## src/rtl/keypad_pkg.sv

```systemverilog
// keypad_pkg: shared types and constants for the 4x4 matrix keypad scanner.
//   state_t        debounce FSM states
//   NUM_ROWS/COLS  keypad geometry
//   KEY_W          width of a key code
//   key_code_of()  maps (row, col) to the key code 4*row + col
package keypad_pkg;

    localparam int NUM_ROWS = 4;
    localparam int NUM_COLS = 4;
    localparam int KEY_W    = 4;

    typedef enum logic [1:0] {
        IDLE     = 2'd0,
        DEBOUNCE = 2'd1,
        PRESSED  = 2'd2,
        RELEASE  = 2'd3
    } state_t;

    // With four columns, 4*row + col is simply {row, col}.
    function automatic logic [KEY_W-1:0] key_code_of(input logic [1:0] row,
                                                     input logic [1:0] col);
        return {row, col};
    endfunction

endpackage

```

## src/rtl/keypad_scanner_if.sv

```systemverilog
// keypad_scanner_if: key-entry bus from the scanner to the operand shifter.
//   key_code     last accepted key code
//   shift_valid  one-cycle strobe per accepted press
//   key_pressed  high while a debounced key is held
// Modports: master (scanner drives), slave (shift-register/adder stage).
interface keypad_scanner_if;
    import keypad_pkg::*;

    logic [KEY_W-1:0] key_code;
    logic             shift_valid;
    logic             key_pressed;

    modport master (output key_code, output shift_valid, output key_pressed);
    modport slave  (input  key_code, input  shift_valid, input  key_pressed);

endinterface

```

## src/rtl/keypad_col_scan.sv

```systemverilog
// keypad_col_scan: column drive timing for the keypad scanner.
//   clk        system clock
//   rst_n      synchronous active-low reset
//   col_out    active-low one-hot column drive
//   col        index of the currently driven column
//   sample_en  high on the last cycle of each column slot (row sample point)
//   scan_end   high on the last cycle of column 3 (full scan complete)
module keypad_col_scan
    import keypad_pkg::*;
#(
    parameter int SCAN_DIV = 1000
) (
    input  logic                clk,
    input  logic                rst_n,
    output logic [NUM_COLS-1:0] col_out,
    output logic [1:0]          col,
    output logic                sample_en,
    output logic                scan_end
);

    localparam int DIV_W = (SCAN_DIV > 1) ? $clog2(SCAN_DIV) : 1;
    localparam logic [DIV_W-1:0] DIV_LAST = DIV_W'(SCAN_DIV - 1);

    logic [DIV_W-1:0] div_reg;
    logic [1:0]       col_reg;

    always_ff @(posedge clk) begin
        if (!rst_n) begin
            div_reg <= '0;
            col_reg <= '0;
        end else if (sample_en) begin
            div_reg <= '0;
            col_reg <= col_reg + 2'd1;   // 2-bit index wraps 3 -> 0
        end else begin
            div_reg <= div_reg + 1'b1;
        end
    end

    assign sample_en = (div_reg == DIV_LAST);
    assign scan_end  = sample_en && (col_reg == 2'(NUM_COLS - 1));
    assign col       = col_reg;

    generate
        for (genvar gi = 0; gi < NUM_COLS; gi++) begin : g_col_drive
            assign col_out[gi] = (col_reg != 2'(gi));
        end
    endgenerate

endmodule

```

## src/rtl/keypad_scanner.sv

```systemverilog
// keypad_scanner: scans a 4x4 active-low keypad, debounces presses and
// releases, and emits one shift_valid strobe per accepted press.
//   clk      system clock
//   rst_n    synchronous active-low reset
//   row_in   keypad rows, active-low, asynchronous to clk
//   col_out  active-low one-hot column drive
//   key_bus  master side of the key-entry bus (key_code, shift_valid,
//            key_pressed)
module keypad_scanner
    import keypad_pkg::*;
#(
    parameter int SCAN_DIV       = 1000,
    parameter int DEBOUNCE_SCANS = 4
) (
    input  logic                 clk,
    input  logic                 rst_n,
    input  logic [NUM_ROWS-1:0]  row_in,
    output logic [NUM_COLS-1:0]  col_out,
    keypad_scanner_if.master     key_bus
);

    localparam int CNT_W = $clog2(DEBOUNCE_SCANS + 1);
    localparam logic [CNT_W-1:0] CNT_MAX = CNT_W'(DEBOUNCE_SCANS);
    localparam logic [CNT_W-1:0] CNT_ONE = CNT_W'(1);

    logic [1:0] col;
    logic       sample_en;
    logic       scan_end;

    keypad_col_scan #(
        .SCAN_DIV (SCAN_DIV)
    ) u_col_scan (
        .clk       (clk),
        .rst_n     (rst_n),
        .col_out   (col_out),
        .col       (col),
        .sample_en (sample_en),
        .scan_end  (scan_end)
    );

    // Two-flop synchronizer; idle rows read as all-high.
    logic [NUM_ROWS-1:0] sync1_reg;
    logic [NUM_ROWS-1:0] sync2_reg;

    always_ff @(posedge clk) begin
        if (!rst_n) begin
            sync1_reg <= '1;
            sync2_reg <= '1;
        end else begin
            sync1_reg <= row_in;
            sync2_reg <= sync1_reg;
        end
    end

    // Lowest-index low row wins within the slot: scanning downward lets the
    // lowest row overwrite any higher one.
    logic       slot_hit;
    logic [1:0] slot_row;

    always_comb begin
        slot_hit = 1'b0;
        slot_row = 2'd0;
        for (int r = NUM_ROWS - 1; r >= 0; r--) begin
            if (!sync2_reg[r]) begin
                slot_hit = 1'b1;
                slot_row = 2'(r);
            end
        end
    end

    // Scan accumulator: keeps the first column that produced a hit. At scan
    // end the column 3 slot is folded in combinationally, so the result is
    // complete on that very cycle.
    logic             acc_hit_reg;
    logic [KEY_W-1:0] acc_code_reg;
    logic             scan_found;
    logic [KEY_W-1:0] scan_code;

    assign scan_found = acc_hit_reg | slot_hit;
    assign scan_code  = acc_hit_reg ? acc_code_reg : key_code_of(slot_row, col);

    always_ff @(posedge clk) begin
        if (!rst_n) begin
            acc_hit_reg  <= 1'b0;
            acc_code_reg <= '0;
        end else if (scan_end) begin
            acc_hit_reg  <= 1'b0;
            acc_code_reg <= '0;
        end else if (sample_en && !acc_hit_reg && slot_hit) begin
            acc_hit_reg  <= 1'b1;
            acc_code_reg <= key_code_of(slot_row, col);
        end
    end

    // Debounce FSM; it only moves on scan_end.
    state_t           state_reg,    state_next;
    logic [KEY_W-1:0] cand_reg,     cand_next;
    logic [CNT_W-1:0] cnt_reg,      cnt_next;
    logic [KEY_W-1:0] key_code_reg, key_code_next;
    logic             shift_valid_reg, shift_valid_next;
    logic [CNT_W-1:0] cnt_inc;

    assign cnt_inc = cnt_reg + CNT_ONE;

    always_ff @(posedge clk) begin
        if (!rst_n) begin
            state_reg       <= IDLE;
            cand_reg        <= '0;
            cnt_reg         <= '0;
            key_code_reg    <= '0;
            shift_valid_reg <= 1'b0;
        end else begin
            state_reg       <= state_next;
            cand_reg        <= cand_next;
            cnt_reg         <= cnt_next;
            key_code_reg    <= key_code_next;
            shift_valid_reg <= shift_valid_next;
        end
    end

    always_comb begin
        state_next       = state_reg;
        cand_next        = cand_reg;
        cnt_next         = cnt_reg;
        key_code_next    = key_code_reg;
        shift_valid_next = 1'b0;

        if (scan_end) begin
            case (state_reg)
                IDLE: begin
                    if (scan_found) begin
                        if (DEBOUNCE_SCANS == 1) begin
                            state_next       = PRESSED;
                            key_code_next    = scan_code;
                            shift_valid_next = 1'b1;
                            cnt_next         = '0;
                        end else begin
                            state_next = DEBOUNCE;
                            cand_next  = scan_code;
                            cnt_next   = CNT_ONE;
                        end
                    end
                end
                DEBOUNCE: begin
                    if (!scan_found) begin
                        state_next = IDLE;
                        cnt_next   = '0;
                    end else if (scan_code == cand_reg) begin
                        if (cnt_inc >= CNT_MAX) begin
                            state_next       = PRESSED;
                            key_code_next    = cand_reg;
                            shift_valid_next = 1'b1;
                            cnt_next         = '0;
                        end else begin
                            cnt_next = cnt_inc;
                        end
                    end else begin
                        cand_next = scan_code;
                        cnt_next  = CNT_ONE;
                    end
                end
                PRESSED: begin
                    // Held or additional keys keep us here without re-strobing.
                    if (!scan_found) begin
                        if (DEBOUNCE_SCANS == 1) begin
                            state_next = IDLE;
                            cnt_next   = '0;
                        end else begin
                            state_next = RELEASE;
                            cnt_next   = CNT_ONE;
                        end
                    end
                end
                RELEASE: begin
                    if (!scan_found) begin
                        if (cnt_inc >= CNT_MAX) begin
                            state_next = IDLE;
                            cnt_next   = '0;
                        end else begin
                            cnt_next = cnt_inc;
                        end
                    end else begin
                        // Release glitch: back to the held key, no new strobe.
                        state_next = PRESSED;
                        cnt_next   = '0;
                    end
                end
                default: begin
                    state_next = IDLE;
                    cnt_next   = '0;
                end
            endcase
        end
    end

    assign key_bus.key_code    = key_code_reg;
    assign key_bus.shift_valid = shift_valid_reg;
    assign key_bus.key_pressed = (state_reg == PRESSED) || (state_reg == RELEASE);

endmodule

```

## src/flat_wrapper.sv

```systemverilog
// flat-port wrapper written by rule: the top's interface ports become plain ports
module keypad_scanner_flat import keypad_pkg::*;
#(
    parameter int SCAN_DIV       = 1000,
    parameter int DEBOUNCE_SCANS = 4
)
  (clk, rst_n, row_in, col_out, key_bus_key_code, key_bus_shift_valid, key_bus_key_pressed);
  keypad_scanner_if key_bus_i ();
  input  logic clk;
  input  logic rst_n;
  input  logic [NUM_ROWS-1:0] row_in;
  output logic [NUM_COLS-1:0] col_out;
  output wire logic [$bits(key_bus_i.key_code)-1:0] key_bus_key_code;
  output wire logic [$bits(key_bus_i.shift_valid)-1:0] key_bus_shift_valid;
  output wire logic [$bits(key_bus_i.key_pressed)-1:0] key_bus_key_pressed;
  assign key_bus_key_code = key_bus_i.key_code;
  assign key_bus_shift_valid = key_bus_i.shift_valid;
  assign key_bus_key_pressed = key_bus_i.key_pressed;
  keypad_scanner #(.SCAN_DIV(SCAN_DIV), .DEBOUNCE_SCANS(DEBOUNCE_SCANS)) u_core (.clk(clk), .rst_n(rst_n), .row_in(row_in), .col_out(col_out), .key_bus(key_bus_i));
endmodule
```

## config.mk

```make
export PLATFORM = sky130hd
export DESIGN_NAME = keypad_scanner_flat
export DESIGN_NICKNAME = d
export VERILOG_FILES = /design/src/rtl/keypad_pkg.sv /design/src/rtl/keypad_scanner_if.sv /design/src/rtl/keypad_col_scan.sv /design/src/rtl/keypad_scanner.sv /design/src/flat_wrapper.sv
export SDC_FILE = /design/constraint.sdc
export NUM_CORES = 1
export LEC_CHECK = 0
export BUFFER_PORTS_ARGS = -buffer_cell sky130_fd_sc_hd__clkbuf_2
export CAP_MARGIN = 20
export CELL_PAD_IN_SITES_DETAIL_PLACEMENT = 0
export CELL_PAD_IN_SITES_GLOBAL_PLACEMENT = 1
export CORE_ASPECT_RATIO = 1.4
export CORE_MARGIN = 2
export CORE_UTILIZATION = 45
export DETAILED_ROUTE_END_ITERATION = 10
export GPL_TIMING_DRIVEN = 1
export MAX_ROUTING_LAYER = met4
export PLACE_DENSITY = 0.89
export SKIP_CTS_REPAIR_TIMING = 1
export SYNTH_ARGS = -nofsm -noshare
export SYNTH_HDL_FRONTEND = slang
export SYNTH_SLANG_ARGS = --single-unit
export TNS_END_PERCENT = 10
```

## constraint.sdc

```tcl
create_clock -name clk -period 2.8 [get_ports clk]
set_clock_uncertainty 0.2 [all_clocks]
set_input_delay 0 -clock clk [delete_from_list [all_inputs] [get_ports clk]]
set_output_delay 0 -clock clk [all_outputs]
set_load 0.03 [all_outputs]
```

; Yosys cells after proc, flatten, opt, wreduce, memory -nomap -nowiden
; Index checks and enable logic that the tools add are counted.
[classes]
addsub = 3
order_cmp = 1
n_eq_ne = 16
mux = 29
bitwise_logic = 2
reduce_logical = 15
[op_table]
columns = cell, n
row1 = 2-bit two-way mux, 11
row2 = 3-bit two-way mux, 6
row3 = 4-bit two-way mux, 4
row4 = 5-bit AND reduction, 3
row5 = 3-bit one-hot mux with 4 select lines, 1
row6 = 10-bit by 1-bit adder with 10-bit output (second input constant), 1
row7 = 10-bit equality test (second input constant), 1
row8 = 2-bit inequality test (second input constant), 4
row9 = 2-bit one-hot mux with 4 select lines, 1
row10 = 4-bit one-hot mux with 2 select lines, 1
row11 = 2-bit equality test (second input constant), 3
row12 = 2-bit by 1-bit inequality test with 1-bit output (second input constant), 3
row13 = 3-bit inequality test (second input constant), 2
row14 = 6-bit AND reduction, 1
row15 = 1-bit two-way mux, 5
row16 = 4-bit equality test, 1
row17 = 2-bit nonzero test, 2
row18 = 2-bit OR reduction, 2
row19 = 3-bit by 1-bit adder with 3-bit output (second input constant), 1
row20 = 3-bit greater-or-equal comparator (second input constant), 1
row21 = 1-bit logical AND, 3
row22 = 3-bit by 1-bit inequality test with 1-bit output (second input constant), 1
row23 = 3-bit AND reduction, 1
row24 = 2-bit by 1-bit adder with 2-bit output (second input constant), 1
row25 = 6 further kinds, 6
[totals]
register_bits = 39
output_inout_bits = 10

; Longest topological paths before layout
[depth]
word_depth = 9
mapped_depth = 7
depth_no_buf = 7

; Hierarchy
; Synthesis repeated with hierarchy kept, for this count alone.
[hier_totals]
cells_unflattened = 219
hier_area_um2 = 1971.9
[modules_own_cells]
columns = mod, n_inst, cells_per_inst, area_each_um2, seq_area_each_um2
row1 = keypad_scanner, 1, 140, 1251.2, 540.5
row2 = keypad_col_scan, 1, 79, 720.7, 240.2

; Worst setup path before layout
; OpenSTA, ideal clock, no wires.
[synth_path]
path_kind = reg2reg
startpoint = register u_core.u_col_scan.div_reg[0]
endpoint = register u_core.key_code_reg[0], in the netlist u_core.key_bus.key_code[0]
arrival_time_ns = 1.623
required_ns = 2.472
setup_slack_ns = 0.850
path_stages_with_launch = 8
path_buffers = 0
cell_sequence = dfxtp_1 ha_1 and3b_1 nand4_1 nor3_1 nand4_2 mux2i_1 nor2_1
[synth_via]
elab_chain_cells = 3
[synth_rtl]
columns = element, line_no
row1 = start: declaration, keypad_col_scan.sv:24  ; logic [DIV_W-1:0] div_reg;
row2 = start signal: assignment, keypad_col_scan.sv:35  ; div_reg <= div_reg + 1'b1;
row3 = 10-bit equality test, keypad_col_scan.sv:39  ; assign sample_en = (div_reg == DIV_LAST);
row4 = 1-bit logical AND, keypad_col_scan.sv:40  ; assign scan_end = sample_en && (col_reg == 2'(NUM_COLS - 1));
row5 = 5-bit AND reduction (no source line), n/a
row6 = end signal: assignment, keypad_scanner.sv:116  ; key_code_reg <= key_code_next;
row7 = end: declaration, keypad_scanner.sv:99  ; logic [KEY_W-1:0] key_code_reg, key_code_next;
; Every way passes these cells.
; A chain may end at the register's enable or synchronous reset.

; Worst setup path in the final report
[layout_path]
startpoint = register u_core.u_col_scan.div_reg[0]
endpoint = register u_core.key_code_reg[3], in the netlist u_core.key_bus.key_code[3]
; The elaborated chain is that of the path after synthesis.

==> flow_summary.toml <==
[status]
outcome = "completed"

[setup_path]
crit_type = "reg -> reg"
cp_cell_sequence = "ha_1 -> and3b_1 -> nand4_1 -> nor3_1 -> nand4_2 -> mux2i_1 -> nor2_1"
path_max_fanout = 5
slowest_stage = "dfxtp_1"
crit_required_ps = 2770
arrival_ps = 2140
max_stage_delay_ps = 370
worst_setup_path_start_kind = "flop"
critPathCaptureType = "flop"

[timing]
layout_setup_ws_ps = 639
period_share_pct = 77.2
slew_violations = 0
worst_hold_slack_ps = 206
worstMarginPinSlew_ps = 467
final.min_clock_period_ps = 2160
setup_viol = 0
hold_viol = 0
grt_setup_unrepaired = "no"
tns_ps = 0
slew-limit-headroom_pct = 68.8
fmax_mhz = 463

[placed_design]
hpwlAfterDp_microns = 2410
port_buffers = 15
place_congestion = 0.787
pre_cts_slack_ps = 654

[clock_network]
htree_levels = 2
cts_sinks = 39
cts_buffers = 5
clock-root-buffer = "clkbuf_8"
clk_latency_ps = 300
clk_pin_slew_ps = 80
max-clock-path-buffers = 2
cts_tree = "done"

[detailed_routing]
met1_length_microns = 1490
met3_length_microns = 91
viasPerCell = 5.15
wl_met2_microns = 1770
dr_total_vias = 1376
drt-total-wl_microns = 3450
highest_layer = "met4"
drc = 0
wl_per_cell_microns = 12.9
ant_nets = 0
drt_pass1_iterations = 4
drt_iter0_markers = 38

[die]
core_sq_um = 3880
die_area_sq_um = 4550
start_util_pct = 46.6
die_width_microns = 57.6
ioPinCount = 16
die_h_microns = 79.1
num_rows = 27

[logic_synthesis]
synth-edff-count = 0
synth_seq_area_share_pct = 43.1
async_flop_share_pct = 0
synth_area_leaders = "dfxtp_1, nor2_1, ha_1"
yosys.area.top_type = "dfxtp_1"
avgSynthCellArea_sq_um = 9.24
syn_inst = 196
synth_seq_cells = 39
synth_top_area_share_pct = 43.1
synthFlopType = "dfxtp_1"
netlist_area_sq_um = 1810
netlist_top_cells_count = "dfxtp_1, nor2_1, a21oi_1, nand2_1, inv_1"
yosysUniqueCellTypes = 43
synth_most_common_cell = "dfxtp_1"
syn_nets = 208
ys_warn_count = 0

[global_route]
gr-total-overflow = 0
grt_use_total_pct = 17.3
grt_pass1_vias = 1306
antenna_found_initial = 0
grt_pass1_wl_microns = 5820
grt_max_degree = 18

[final_layout]
utilization_pct = 55.1
syn2layout_area_growth_pct = 18.2
antennaDiodeCount = 0
final_layout_size_suffix_gt1_share_pct = 16.5
largest_register_ffs = 10
layout.nets = 235

[pwr]
ir_drop_mv = 0.505
combPwrFrac_pct = 5.7
p_clk_share_pct = 46.5
p_sw_mw = 0.239
p_int_mw = 0.950
p_per_area_nw_per_um2 = 556
power.leakage_nw = 0.854
switching_share_pct = 20.1
seq_power_share_pct = 47.9

[hold_path]
hold_path_class = "reg -> reg"

[run]
cap_violations = 0
[stage by stage]
stage          area, sq um  power [mW]  std cells
5_1_grt               2140        1.23        267
3_3_place_gp          1920       0.639        250
4_1_cts               2050        1.19        258
6_report              2140        1.19        267
2_1_floorplan         1810       0.625        196
3_5_place_dp          1920       0.640        250
[cell families (layout without fill, tap and decap cells)]
| group | after synthesis | in the layout | synth area share (%) |
|---|---|---|---|
| compound gates | 34 | 34 | 13.7 |
| xor+xnor | 13 | 13 | 7.12 |
| fa+ha+maj | 6 | 6 | 4.15 |
| buf+inv | 14 | 42 | 3.32 |
| flops | 39 | 39 | 43.1 |
| mux | 7 | 7 | 3.87 |
| simple gates | 83 | 83 | 24.7 |
[cell usage in the layout, fill, tap and decap left out, drive strengths merged, types with 2 or more instances in the layout]
cell and n:
dlygate4sd3 9, mux2i 7, nor2 27, a211o 2
bufinv 2, nor3 2, xor2 7, and3 5
and2 3, dfxtp 39, nand3 9, ha 6
clkbuf 21, a311oi 2, a21oi 15, o21ai 7
or3 2, nand2 15, nand4 6, xnor2 6
nand2b 9, inv 10
[final timing paths]
check	from	to	slack (ps)	cells after the start
max	u_core.u_col_scan.div_reg[0]	u_core.key_bus.key_code[3]	640	7
max reg2reg	u_core.u_col_scan.div_reg[0]	u_core.key_bus.key_code[3]	640	7
min	u_core.sync1_reg[1]	u_core.sync2_reg[1]	210	1
min reg2reg	u_core.sync1_reg[1]	u_core.sync2_reg[1]	210	1
[final cells by class]
type	instances	area (sq um)
sequential	39	781
inverter	10	37.5
timing repair buffer	24	165
clock inverter	2	60.1
clock buffer	6	72.6
fill	352	1750
tap	43	53.8
multi-input combinational	143	970
[worst max-delay path, delay by kind of cell (launching register included)]
family                   cells  cell delay, ps
adder cells (fa/ha/maj)      1             260
flip-flops                   1             370
multiplexers                 1             200
AND/OR/NAND/NOR              5            1000
[metal layers]
layer	vias to the layer above	GRT usage (%)
met2	13	29.0
met1	624	18.5
met4	0	8.84
met5	-	-
li1	732	-
met3	7	4.40
[power by group through the flow]
stage	Sequential (mW)	Combinational, mW	Clock [mW]
global route	0.570	0.0762	0.584
CTS	0.569	0.0584	0.565
detailed placement	0.582	0.0581	0
global placement	0.582	0.0575	0
floorplan	0.581	0.0442	0
finish	0.569	0.0675	0.553
Note: power is estimated with default switching activity, not from simulation.
